$ cat config.mk
export PLATFORM = sky130hd
export DESIGN_NAME = ristretto_pipe_ctrl_unit_flat
export DESIGN_NICKNAME = d
export VERILOG_FILES = /design/src/rtl/ristretto_pipe_ctrl_unit_if.sv /design/src/rtl/ristretto_pipe_ctrl_unit.sv /design/src/flat_wrapper.sv
export SDC_FILE = /design/constraint.sdc
export NUM_CORES = 1
export LEC_CHECK = 0
export BUFFER_PORTS_ARGS = -buffer_cell sky130_fd_sc_hd__buf_2
export CAP_MARGIN = 25
export CORE_UTILIZATION = 28
export DETAILED_ROUTE_END_ITERATION = 10
export HOLD_SLACK_MARGIN = 0.08
export PLACE_DENSITY = 0.86
export SLEW_MARGIN = 20
export SYNTH_ARGS = -nofsm -noshare
export SYNTH_HDL_FRONTEND = slang
export SYNTH_SLANG_ARGS = --single-unit
$ cat constraint.sdc
create_clock -name clk_i -period 2.3 [get_ports clk_i]
set_clock_uncertainty 0.15 [all_clocks]
set_input_delay 0.345 -clock clk_i [delete_from_list [all_inputs] [get_ports clk_i]]
set_output_delay 0.345 -clock clk_i [all_outputs]
set_load 0.005 [all_outputs]
$ cat src/rtl/ristretto_pipe_ctrl_unit_if.sv
// Purpose: bundles the hazard/redirect requests and stall/flush/PC-reload controls of the ristretto pipeline control unit.
// Latency: none, pure wiring.
// Backpressure: redirect/trap requests are held by their sources until accepted (pc_load strobe).
// Ports: slave = control unit side (requests in, controls out); master = pipeline stage side.
interface ristretto_pipe_ctrl_unit_if #(
    parameter int DataWidth = 32
);
    logic                 pcu_load_use_i;
    logic                 pcu_md_busy_i;
    logic                 pcu_mem_busy_i;
    logic                 pcu_redirect_i;
    logic [DataWidth-1:0] pcu_redirect_pc_i;
    logic                 pcu_trap_i;
    logic [DataWidth-1:0] pcu_trap_vec_i;
    logic                 pcu_if_stall_o;
    logic                 pcu_if_dec_stall_o;
    logic                 pcu_if_dec_flush_o;
    logic                 pcu_dec_ex_stall_o;
    logic                 pcu_dec_ex_flush_o;
    logic                 pcu_ex_mem_stall_o;
    logic                 pcu_ex_mem_flush_o;
    logic                 pcu_pc_load_o;
    logic [DataWidth-1:0] pcu_pc_o;
    logic [1:0]           pcu_state_o;

    modport slave (
        input  pcu_load_use_i, pcu_md_busy_i, pcu_mem_busy_i,
        input  pcu_redirect_i, pcu_redirect_pc_i, pcu_trap_i, pcu_trap_vec_i,
        output pcu_if_stall_o, pcu_if_dec_stall_o, pcu_if_dec_flush_o,
        output pcu_dec_ex_stall_o, pcu_dec_ex_flush_o,
        output pcu_ex_mem_stall_o, pcu_ex_mem_flush_o,
        output pcu_pc_load_o, pcu_pc_o, pcu_state_o
    );

    modport master (
        output pcu_load_use_i, pcu_md_busy_i, pcu_mem_busy_i,
        output pcu_redirect_i, pcu_redirect_pc_i, pcu_trap_i, pcu_trap_vec_i,
        input  pcu_if_stall_o, pcu_if_dec_stall_o, pcu_if_dec_flush_o,
        input  pcu_dec_ex_stall_o, pcu_dec_ex_flush_o,
        input  pcu_ex_mem_stall_o, pcu_ex_mem_flush_o,
        input  pcu_pc_load_o, pcu_pc_o, pcu_state_o
    );
endinterface

$ cat src/rtl/ristretto_pipe_ctrl_unit.sv
// Purpose: central pipeline control; turns hazard/busy/redirect/trap requests into per-register stall/flush and PC reload.
// Latency: zero cycles, controls are combinational from state, flush counter and current requests.
// Backpressure: redirect/trap are not accepted while mem_busy is high; their sources must hold them.
// Ports: clk_i, rstn_i (async active-low), pcu (slave modport of ristretto_pipe_ctrl_unit_if),
//        pcu_wdog_o only when RISTRETTO_PCU_WATCHDOG_EN is defined (sticky stall watchdog).
module ristretto_pipe_ctrl_unit #(
    parameter int DataWidth   = 32,
    parameter int FlushCycles = 2,
    parameter int WdogLimit   = 1024
) (
    input  logic                        clk_i,
    input  logic                        rstn_i,
    ristretto_pipe_ctrl_unit_if.slave   pcu
`ifdef RISTRETTO_PCU_WATCHDOG_EN
    ,
    output logic                        pcu_wdog_o
`endif
);
    typedef enum logic [1:0] {
        ST_RUN      = 2'd0,
        ST_FLUSH    = 2'd1,
        ST_MEM_WAIT = 2'd2
    } state_e;

    localparam logic [1:0] CntLoad = 2'(FlushCycles - 1);

    state_e     state_q, state_d;
    logic [1:0] cnt_q, cnt_d;
    logic       accept;

    // Redirects and traps only take effect when memory is not holding the pipe.
    assign accept = !pcu.pcu_mem_busy_i && (pcu.pcu_trap_i || pcu.pcu_redirect_i);

    always_ff @(posedge clk_i or negedge rstn_i) begin
        if (!rstn_i) begin
            state_q <= ST_RUN;
            cnt_q   <= 2'd0;
        end else begin
            state_q <= state_d;
            cnt_q   <= cnt_d;
        end
    end

    always_comb begin
        state_d = state_q;
        cnt_d   = cnt_q;
        if (pcu.pcu_mem_busy_i) begin
            state_d = ST_MEM_WAIT;
            cnt_d   = 2'd0;
        end else if (accept) begin
            // The accepting cycle is the first flush cycle; the counter holds the remaining ones.
            cnt_d   = CntLoad;
            state_d = (FlushCycles > 1) ? ST_FLUSH : ST_RUN;
        end else if (state_q == ST_FLUSH) begin
            // Leave when the decremented count reaches zero: this is the last flush cycle.
            if (cnt_q <= 2'd1) begin
                cnt_d   = 2'd0;
                state_d = ST_RUN;
            end else begin
                cnt_d = cnt_q - 2'd1;
            end
        end else begin
            state_d = ST_RUN;
        end
    end

    always_comb begin
        pcu.pcu_if_stall_o     = 1'b0;
        pcu.pcu_if_dec_stall_o = 1'b0;
        pcu.pcu_if_dec_flush_o = 1'b0;
        pcu.pcu_dec_ex_stall_o = 1'b0;
        pcu.pcu_dec_ex_flush_o = 1'b0;
        pcu.pcu_ex_mem_stall_o = 1'b0;
        pcu.pcu_ex_mem_flush_o = 1'b0;
        pcu.pcu_pc_load_o      = 1'b0;
        pcu.pcu_pc_o           = '0;
        pcu.pcu_state_o        = state_q;
        if (pcu.pcu_mem_busy_i) begin
            pcu.pcu_if_stall_o     = 1'b1;
            pcu.pcu_if_dec_stall_o = 1'b1;
            pcu.pcu_dec_ex_stall_o = 1'b1;
            pcu.pcu_ex_mem_stall_o = 1'b1;
        end else if (pcu.pcu_trap_i) begin
            pcu.pcu_pc_load_o      = 1'b1;
            pcu.pcu_pc_o           = pcu.pcu_trap_vec_i;
            pcu.pcu_if_dec_flush_o = 1'b1;
            pcu.pcu_dec_ex_flush_o = 1'b1;
            pcu.pcu_ex_mem_flush_o = 1'b1;
        end else if (pcu.pcu_redirect_i) begin
            // The redirecting instruction itself sits in EX and must still retire.
            pcu.pcu_pc_load_o      = 1'b1;
            pcu.pcu_pc_o           = pcu.pcu_redirect_pc_i;
            pcu.pcu_if_dec_flush_o = 1'b1;
            pcu.pcu_dec_ex_flush_o = 1'b1;
        end else if (state_q == ST_FLUSH) begin
            // Only bubbles reach DEC here, so md_busy/load_use are irrelevant.
            pcu.pcu_if_dec_flush_o = 1'b1;
        end else if (pcu.pcu_md_busy_i) begin
            pcu.pcu_if_stall_o     = 1'b1;
            pcu.pcu_if_dec_stall_o = 1'b1;
            pcu.pcu_dec_ex_stall_o = 1'b1;
        end else if (pcu.pcu_load_use_i) begin
            pcu.pcu_if_stall_o     = 1'b1;
            pcu.pcu_if_dec_stall_o = 1'b1;
            pcu.pcu_dec_ex_flush_o = 1'b1;
        end
    end

`ifdef RISTRETTO_PCU_WATCHDOG_EN
    logic [15:0] wdog_cnt_q, wdog_cnt_d;
    logic        wdog_q, wdog_d;

    always_ff @(posedge clk_i or negedge rstn_i) begin
        if (!rstn_i) begin
            wdog_cnt_q <= 16'd0;
            wdog_q     <= 1'b0;
        end else begin
            wdog_cnt_q <= wdog_cnt_d;
            wdog_q     <= wdog_d;
        end
    end

    always_comb begin
        wdog_cnt_d = 16'd0;
        if (pcu.pcu_if_stall_o) begin
            wdog_cnt_d = (wdog_cnt_q == 16'hFFFF) ? wdog_cnt_q : wdog_cnt_q + 16'd1;
        end
        wdog_d = wdog_q || (wdog_cnt_d >= 16'(WdogLimit));
    end

    assign pcu_wdog_o = wdog_q;
`endif
endmodule

$ cat src/flat_wrapper.sv
// flat-port wrapper written by rule: the top's interface ports become plain ports
module ristretto_pipe_ctrl_unit_flat 
#(
    parameter int DataWidth   = 32,
    parameter int FlushCycles = 2,
    parameter int WdogLimit   = 1024
)
  (clk_i, rstn_i, pcu_pcu_load_use_i, pcu_pcu_md_busy_i, pcu_pcu_mem_busy_i, pcu_pcu_redirect_i, pcu_pcu_redirect_pc_i, pcu_pcu_trap_i, pcu_pcu_trap_vec_i, pcu_pcu_if_stall_o, pcu_pcu_if_dec_stall_o, pcu_pcu_if_dec_flush_o, pcu_pcu_dec_ex_stall_o, pcu_pcu_dec_ex_flush_o, pcu_pcu_ex_mem_stall_o, pcu_pcu_ex_mem_flush_o, pcu_pcu_pc_load_o, pcu_pcu_pc_o, pcu_pcu_state_o);
  ristretto_pipe_ctrl_unit_if #(.DataWidth(DataWidth)) pcu_i ();
  input  logic clk_i;
  input  logic rstn_i;
  input wire logic [$bits(pcu_i.pcu_load_use_i)-1:0] pcu_pcu_load_use_i;
  input wire logic [$bits(pcu_i.pcu_md_busy_i)-1:0] pcu_pcu_md_busy_i;
  input wire logic [$bits(pcu_i.pcu_mem_busy_i)-1:0] pcu_pcu_mem_busy_i;
  input wire logic [$bits(pcu_i.pcu_redirect_i)-1:0] pcu_pcu_redirect_i;
  input wire logic [$bits(pcu_i.pcu_redirect_pc_i)-1:0] pcu_pcu_redirect_pc_i;
  input wire logic [$bits(pcu_i.pcu_trap_i)-1:0] pcu_pcu_trap_i;
  input wire logic [$bits(pcu_i.pcu_trap_vec_i)-1:0] pcu_pcu_trap_vec_i;
  output wire logic [$bits(pcu_i.pcu_if_stall_o)-1:0] pcu_pcu_if_stall_o;
  output wire logic [$bits(pcu_i.pcu_if_dec_stall_o)-1:0] pcu_pcu_if_dec_stall_o;
  output wire logic [$bits(pcu_i.pcu_if_dec_flush_o)-1:0] pcu_pcu_if_dec_flush_o;
  output wire logic [$bits(pcu_i.pcu_dec_ex_stall_o)-1:0] pcu_pcu_dec_ex_stall_o;
  output wire logic [$bits(pcu_i.pcu_dec_ex_flush_o)-1:0] pcu_pcu_dec_ex_flush_o;
  output wire logic [$bits(pcu_i.pcu_ex_mem_stall_o)-1:0] pcu_pcu_ex_mem_stall_o;
  output wire logic [$bits(pcu_i.pcu_ex_mem_flush_o)-1:0] pcu_pcu_ex_mem_flush_o;
  output wire logic [$bits(pcu_i.pcu_pc_load_o)-1:0] pcu_pcu_pc_load_o;
  output wire logic [$bits(pcu_i.pcu_pc_o)-1:0] pcu_pcu_pc_o;
  output wire logic [$bits(pcu_i.pcu_state_o)-1:0] pcu_pcu_state_o;
  assign pcu_i.pcu_load_use_i = pcu_pcu_load_use_i;
  assign pcu_i.pcu_md_busy_i = pcu_pcu_md_busy_i;
  assign pcu_i.pcu_mem_busy_i = pcu_pcu_mem_busy_i;
  assign pcu_i.pcu_redirect_i = pcu_pcu_redirect_i;
  assign pcu_i.pcu_redirect_pc_i = pcu_pcu_redirect_pc_i;
  assign pcu_i.pcu_trap_i = pcu_pcu_trap_i;
  assign pcu_i.pcu_trap_vec_i = pcu_pcu_trap_vec_i;
  assign pcu_pcu_if_stall_o = pcu_i.pcu_if_stall_o;
  assign pcu_pcu_if_dec_stall_o = pcu_i.pcu_if_dec_stall_o;
  assign pcu_pcu_if_dec_flush_o = pcu_i.pcu_if_dec_flush_o;
  assign pcu_pcu_dec_ex_stall_o = pcu_i.pcu_dec_ex_stall_o;
  assign pcu_pcu_dec_ex_flush_o = pcu_i.pcu_dec_ex_flush_o;
  assign pcu_pcu_ex_mem_stall_o = pcu_i.pcu_ex_mem_stall_o;
  assign pcu_pcu_ex_mem_flush_o = pcu_i.pcu_ex_mem_flush_o;
  assign pcu_pcu_pc_load_o = pcu_i.pcu_pc_load_o;
  assign pcu_pcu_pc_o = pcu_i.pcu_pc_o;
  assign pcu_pcu_state_o = pcu_i.pcu_state_o;
  ristretto_pipe_ctrl_unit #(.DataWidth(DataWidth), .FlushCycles(FlushCycles), .WdogLimit(WdogLimit)) u_core (.clk_i(clk_i), .rstn_i(rstn_i), .pcu(pcu_i));
endmodule
==> flow_summary.toml, run 1 <==
[power]
leakage_uw = 0.000716
power_switching_uw = 105
seqPwrFrac = 0.223
comb_power_share = 0.523
p_per_area_nw_per_um2 = 298
clkPwrFrac = 0.253
internal_power_uw = 238
swShare = 0.307
irDropWorstVdd_v = 0.000268

[synth]
syn_area_um2 = 619
ys_ff_latch = 4
yosysUniqueCellTypes = 17
synth_nets = 138
synth-seq-area-share = 0.162
ys_warn_count = 0
synth_area_per_cell_um2 = 9.24
synth_cells = 67

[layout]
antenna_cells = 0
final_nets = 247
ff_latch_area_um2 = 100
n_fill_cell = 198
area_growth_pct = 86.1
drive_above_1_share = 0.684
multiInputGateArea_um2 = 410

[timing]
finalCriticalPeriod_ns = 1.88
hold_viol = 0
finalSetupTns_ns = 0
min_period_over_period = 0.816
finalSetupViolCount = 0
rsz0062_at_grt = "no"
slew_headroom = 0.679
worstMarginPinSlew_ns = 0.479
fmax_ghz = 0.533
slew_viol_final = 0
hold_ws_ns = 0.203

[clocking]
postCtsSetupBuffers = 0
cts-buffers-inserted = 3
cts_buffer_depth = 2
cts_tree = "built"
cts-htree-levels = 1
root_buffer = "clkbuf_4"
clock-sinks = 4
clk_latency_ns = 0.24
clkTransAtPathRegs_ns = 0.03

[global_route]
grt_pass1_vias = 929
grt_overflow = 0
antenna_found_initial = 0
grt_pass1_wl_mm = 4.06
grt_max_degree = 34
grtUsageTotal = 0.211

[status]
status = "completed"

[min_path]
hold_end = "u_core.pcu.pcu_state_o[1]"
hp-start = "pcu_pcu_mem_busy_i"
min_path_type = "input pin to flip-flop"
hold_path_depth = 1

[worst_setup_path]
r2r_slack_ns = 1.11
worst_path_most_repeated_cell = "buf_2"
crit_arrival_ns = 1.38
crit_type = "input pin to output port"
slowest_delay_ns = 0.27
reg2reg_from = "u_core.pcu.pcu_state_o[1]"
slowest_stage = "a22o_1"
startpoint_type = "input pin"
cp_cell_sequence = "buf_2, and2b_1, buf_4, a22o_1, buf_2"
r2r_end = "u_core.cnt_q[1]"
cp_data_required_time_ns = 1.80
worst_setup_path_end_kind = "output port"
crit_fanout = 33
r2r_cells = 3

[floorplanning]
die_w_um = 49.0
pin_count = 113
dieHeight_um = 49.0
std_cell_rows = 16
fp.dieArea_um2 = 2400
floorplan.initialDensity = 0.306
core_area_um2 = 2020

[routing]
dr.pass1.iters = 4
vias = 989
wl_per_cell_um = 13.1
drc_errors = 0
routed_wl_mm = 2.64
ant_nets = 0
via_per_inst = 4.92
first_iter_violations = 12

[placement]
io_buffers = 112
gp_congestion = 0.725
hpwl_mm = 2.19

[flow_run]
maxCapViolations = 0
[cell families (layout without fill, tap and decap cells)]
group / count (synthesis) / after routing / synth area share
AOI/OAI and AO/OA: 38 / 38 / 0.513
and+or+nand+nor: 14 / 14 / 0.149
buffers and inverters: 11 / 118 / 0.176
DFF: 4 / 4 / 0.162
[routing by layer]
layer  GRT usage  wire length (um)  up-vias
met1       0.234              1080      440
met5           0                 0        -
met3      0.0592               198        4
met2       0.391              1330       63
met4      0.0539                33        0
li1            -                 -      482
[cell usage in the layout, fill, tap and decap left out, drive strengths merged]
cell	count
a21oi	3
a22o	32
a31o	1
a31oi	1
and2b	1
and4bb	1
buf	114
clkbuf	3
dfrtp	4
dlygate4sd3	1
nand2	3
nand2b	1
nand3b	2
nor2	4
nor2b	1
nor3b	1
o21bai	1
[Yosys cell counts, drive strengths merged]
cell type	n	share of area
a21oi	3	0.024
a22o	32	0.45
a31o	1	0.014
a31oi	1	0.010
and2b	1	0.012
and4bb	1	0.020
buf	10	0.17
clkbuf	1	0.0061
dfrtp	4	0.16
nand2	3	0.018
nand2b	1	0.010
nand3b	2	0.024
nor2	4	0.024
nor2b	1	0.010
nor3b	1	0.030
o21bai	1	0.012
[layout make-up]
type                       instances  share of cell area
timing repair buffer             115               0.508
multi-input combinational         52               0.356
clock buffer                       3              0.0195
tap                               27              0.0293
sequential                         4              0.0869
[sequential cells by signal, indices dropped and copies added (netlist names)]
register and cells:
u_core.cnt_q 2, u_core.pcu.pcu_state_o 2
[worst max-delay path, delay by kind of cell]
| family | cells | cell delay, ns |
|---|---|---|
| buf+inv | 3 | 0.56 |
| simple gates | 1 | 0.20 |
| compound gates | 1 | 0.27 |
[how the worst max path moves through the flow]
stage	from	end	slack (ns)
4_1_cts	pcu_pcu_mem_busy_i	pcu_pcu_pc_o[6]	0.42
3_3_place_gp	pcu_pcu_mem_busy_i	pcu_pcu_pc_o[6]	0.44
5_1_grt	pcu_pcu_mem_busy_i	pcu_pcu_pc_o[6]	0.34
2_1_floorplan	pcu_pcu_redirect_i	pcu_pcu_if_stall_o	0.75
3_5_place_dp	pcu_pcu_mem_busy_i	pcu_pcu_pc_o[6]	0.42
6_report	pcu_pcu_mem_busy_i	pcu_pcu_pc_o[6]	0.42
[timing repair]
item | in CTS | in global routing
resized for setup | 0 | 0
hold buffers | 1 | 0
endpoints found under the hold margin | 4 | 0
[metrics by stage]
stage          instance area, um2  total power [uW]  utilization  std cells  setup WS (ns)
3_5_place_dp                 1120               256        0.554        197          0.418
6_report                     1150               343        0.570        201          0.422
2_1_floorplan                 619               161            -         67          0.754
4_1_cts                      1150               347        0.570        201          0.418
5_1_grt                      1150               369        0.570        201          0.342
3_3_place_gp                 1120               251        0.554        197          0.441
[power groups by stage]
stage | Clock, uW | Sequential [uW] | Combinational (uW)
after floorplan | 0 | 77.0 | 84.0
after global placement | 0 | 76.8 | 174
after detailed placement | 0 | 77.3 | 178
after CTS | 90.5 | 76.4 | 180
after global routing | 95.2 | 76.8 | 197
final | 87.0 | 76.7 | 180
(Power assumes the default switching activity.)
==> inputs of run 2 (changes only) <==
- CORE_UTILIZATION: 28 -> 26
- PLACE_DENSITY: 0.86 -> 0.81
- clock period: 2.3 -> 1.8 ns (I/O delays scaled with it)
==> run 2 against run 1 <==
Global-route usage fell by 2.8 points. First-iteration DRC count up 50%. Count of clock-buffer cells in the layout unchanged. Register-to-register slack got worse by 0.51 ns. Power increased by 32%. Sequential power up 28%. Non-clock buffer count grew 4. Via count up 2.2%. Die area increased by 7.4%. Cell count is 2.5% higher. Largest power group unchanged.
==> flow_summary.toml, run 2 (same netlist as run 1, synthesis figures left out) <==
[status]
status = "completed"

[flow_run]
maxCapViolations = 0

[global_route]
grtUsageTotal = 0.183
antenna_found_initial = 0
grt_overflow = 0
grt_max_degree = 24
grt_pass1_wl_mm = 3.50
grt_pass1_vias = 863

[timing]
finalSetupTns_ns = 0
min_period_over_period = 0.929
finalSetupViolCount = 0
slew_headroom = 0.854
worstMarginPinSlew_ns = 0.219
hold_viol = 0
hold_ws_ns = 0.201
rsz0062_at_grt = "no"
slew_viol_final = 0
finalCriticalPeriod_ns = 1.67
fmax_ghz = 0.598

[worst_setup_path]
cp_cell_sequence = "nand2b_1, a31o_2, buf_2"
cp_data_required_time_ns = 1.38
reg2reg_from = "u_core.pcu.pcu_state_o[1]"
critPathLaunch = "u_core.pcu.pcu_state_o[1]"
crit_arrival_ns = 1.25
slowest_stage = "dfrtp_1"
r2r_slack_ns = 0.60
crit_type = "flip-flop to output port"
startpoint_type = "flip-flop"
slowest_delay_ns = 0.39
worst_setup_path_end_kind = "output port"
crit_fanout = 6

[layout]
final_nets = 251
fin_util = 0.541
final_cell_mix = "buf_2, a22o_1, nor2_1, buf_4, dfrtp_1"
antenna_cells = 0
drive_above_1_share = 0.691
mostFrequentLayoutCell = "buf_2"
final_cells = 206
area_growth_pct = 95.2

[clocking]
clkTransAtPathRegs_ns = 0.04
cts-buffers-inserted = 3
post_cts_resized = 0
clk_latency_ns = 0.24
root_buffer = "clkbuf_4"
cts_buffer_depth = 2
cts_tree = "built"
clock-sinks = 4
cts-htree-levels = 1

[routing]
wl_per_cell_um = 11.7
routed_wl_mm = 2.40
ant_nets = 0
first_iter_violations = 18
via_per_inst = 4.91
vias = 1011
dr.pass1.iters = 4
drc_errors = 0

[min_path]
min_path_type = "input pin to asynchronous set/reset pin"

[floorplanning]
floorplan.initialDensity = 0.277
std_cell_rows = 17
fp.dieArea_um2 = 2580
pin_count = 113
core_area_um2 = 2230
dieHeight_um = 50.8
die_w_um = 50.8

[placement]
io_buffers = 112
gp_congestion = 0.668
placed_cells = 202
hpwl_mm = 1.96

[power]
irDropWorstVdd_v = 0.000318
leakage_uw = 0.000744
p_per_area_nw_per_um2 = 375
finalPower_uw = 453
## run 2: report_power, final
part	total (uW)	internal, uW	leakage [uW]	switching [uW]
clock	116	74.8	0.0000138	40.8
combinational	239	145	0.000680	94.2
sequential	98.0	94.6	0.0000500	3.44
## run 2: routing by layer
layer,global-route usage,vias to the layer above,part of all wire
li1,-,493,-
met1,0.158,446,0.36
met2,0.367,70,0.53
met3,0.0333,2,0.11
met4,0.130,0,0.010
met5,0,-,0
## run 2: worst paths after layout
path,to,cells after the start
setup / recovery,pcu_pcu_dec_ex_stall_o,3
hold / removal,u_core.cnt_q[1],2
setup reg to reg,u_core.cnt_q[1],3
hold reg to reg,u_core.pcu.pcu_state_o[0],2
max in group asynchronous,u_core.pcu.pcu_state_o[1],2
min in group clk_i,u_core.pcu.pcu_state_o[1],2
## run 2: area by class of cell
type	instances	area, um2
fillers	235	1020
repair buffers	119	641
multi-input cells	52	410
flip-flops and latches	4	100
well taps	28	35.0
clock buffers	3	22.5
## run 2: critical path: cells and delay by family, from the launching register on
| family | cells | cell delay [ns] |
|---|---|---|
| AOI/OAI and AO/OA | 1 | 0.27 |
| buffers and inverters | 1 | 0.12 |
| and+or+nand+nor | 1 | 0.23 |
| DFF | 1 | 0.39 |
## run 2: repair_timing
action                                 CTS  global route
hold buffers                             1             0
buffers inserted                         0             0
endpoints found under the hold margin    4             0
## run 2: per-stage QoR
stage | instance area [um2] | setup slack (ns)
detailed placement | 1180 | 0.172
floorplan | 619 | 0.404
finish | 1210 | 0.128
global route | 1210 | 0.0391
CTS | 1210 | 0.132
global placement | 1180 | 0.180
==> inputs of run 3 (changes only) <==
==> constraint.sdc (replaced) <==
create_clock -name clk_i -period 1.8 [get_ports clk_i]
set_clock_uncertainty 0.15 [all_clocks]
set_input_delay 0.54 -clock clk_i [delete_from_list [all_inputs] [get_ports clk_i]]
set_output_delay 0.54 -clock clk_i [all_outputs]
set_load 0.005 [all_outputs]
==> run 3 against run 2 <==
The run now ends with negative setup slack left. Highest routed layer unchanged. First-iteration DRC count down 5.6%. Register-to-register slack worse by 0.04 ns. Power increased by 11%. Largest power group unchanged. Sequential power rose by 0.6%. Flip-flop and latch count did not move.
==> flow_summary.toml, run 3 (same netlist as run 1, synthesis figures left out) <==
[floorplanning]
floorplan.initialDensity = 0.277
die_w_um = 50.8
std_cell_rows = 17
fp.dieArea_um2 = 2580
pin_count = 113
core_area_um2 = 2230
dieHeight_um = 50.8

[worst_setup_path]
crit_arrival_ns = 1.35
crit_fanout = 12
crit_type = "input pin to output port"
startpoint_type = "input pin"
cp_data_required_time_ns = 1.11
r2r_cells = 4
r2r_end = "u_core.cnt_q[1]"
critPathCapture = "pcu_pcu_pc_o[31]"
r2r_slack_ns = 0.56
worst_setup_path_end_kind = "output port"
critPathLaunch = "pcu_pcu_mem_busy_i"
reg2reg_from = "u_core.pcu.pcu_state_o[1]"

[routing]
via_per_inst = 4.96
routed_wl_mm = 2.67
first_iter_violations = 17
dr.pass1.iters = 6
drc_errors = 0
wl_per_cell_um = 12.4
ant_nets = 0
vias = 1066

[timing]
worstMarginPinSlew_ns = 0.227
slew_headroom = 0.849
rsz0062_at_grt = "yes"
hold_ws_ns = 0.402
fmax_ghz = 0.491
hold_viol = 0
slew_viol_final = 0
worst_slack_ns = -0.238
finalCriticalPeriod_ns = 2.04
finalSetupViolCount = 39
min_period_over_period = 1.13

[global_route]
grt_pass1_vias = 880
antenna_found_initial = 0
grt_pass1_wl_mm = 3.71
grtUsageTotal = 0.193
grt_overflow = 0
grt_max_degree = 21

[status]
violations = "negative setup slack"
status = "finished, violations left"

[power]
irDropWorstVdd_v = 0.000302
finalPower_uw = 501
p_per_area_nw_per_um2 = 358
leakage_uw = 0.000824

[clocking]
root_buffer = "clkbuf_4"
clkTransAtPathRegs_ns = 0.03
clk_latency_ns = 0.24
cts-buffers-inserted = 3
cts-htree-levels = 1
cts_tree = "built"
clock-sinks = 4
cts_buffer_depth = 2

[layout]
final_cell_mix = "buf_2, a22o_1, buf_6"
multiInputGateArea_um2 = 447
mostFrequentLayoutCell = "buf_2"
ff_latch_area_um2 = 100
drive_above_1_share = 0.738
antenna_cells = 0
design_area_um2 = 1400
area_growth_pct = 126
n_fill_cell = 193
final_nets = 260

[placement]
gp_congestion = 0.753
postPlaceCellArea_um2 = 1210
io_buffers = 112
hpwl_mm = 1.99

[min_path]
min_path_type = "input pin to flip-flop"

[flow_run]
maxCapViolations = 0
## run 3: cell types whose count changed in the layout (fill, tap and decap cells not counted), moves of 2 or more
cell and delta:
buf_8 +3, a21oi_1 -2, buf_4 +2, buf_6 +8, nor2_1 -2, a21oi_2 +2, buf_2 -5
## run 3: cell type report
| class | count | share of cell area |
|---|---|---|
| tap | 28 | 0.0251 |
| multi-input combinational | 52 | 0.320 |
| timing repair buffer | 128 | 0.568 |
| clock buffer | 3 | 0.0161 |
| sequential | 4 | 0.0716 |
## run 3: worst min path at each step
stage                             startpoint                         to  cells after the start
after floorplan                       rstn_i            u_core.cnt_q[0]                      0
after global placement                rstn_i  u_core.pcu.pcu_state_o[0]                      1
after detailed placement              rstn_i  u_core.pcu.pcu_state_o[0]                      1
after CTS                 pcu_pcu_mem_busy_i  u_core.pcu.pcu_state_o[1]                      2
after global routing      pcu_pcu_mem_busy_i  u_core.pcu.pcu_state_o[1]                      2
final                     pcu_pcu_mem_busy_i  u_core.pcu.pcu_state_o[1]                      2
## run 3: layer usage
metal,vias up,share of wire,GRT usage
met5,-,0,0
met4,0,0.023,0.0972
met3,7,0.10,0.0333
met2,77,0.53,0.373
met1,467,0.34,0.195
li1,515,-,-
## run 3: repair_timing
action	CTS	global route
setup buffers	2	2
resized for setup	22	4
hold endpoints to repair	4	0
pin swaps	3	4
cloned	1	0
endpoints found under the setup margin	39	39
hold buffers	1	0
## run 3: where the power goes
part	total (uW)	internal (uW)	switching [uW]
clock network	113	74.7	38.4
logic	289	182	108
registers	98.6	94.6	4.02
total	501	351	150
## run 3: metrics by stage
stage	util	setup WS, ns	instances	TNS, ns
final	0.626	-0.238	215	-7.43
after global routing	0.626	-0.283	215	-8.90
after CTS	0.611	-0.253	213	-7.78
after detailed placement	0.541	-0.333	206	-10.62
after global placement	0.541	-0.326	206	-10.40
after floorplan	-	-0.115	67	-3.50
## run 3: worst max-delay path: stages
cell and delay, ns:
buf_8 0.10, and2b_4 0.30, buf_8 0.15, a22o_1 0.14
buf_2 0.11
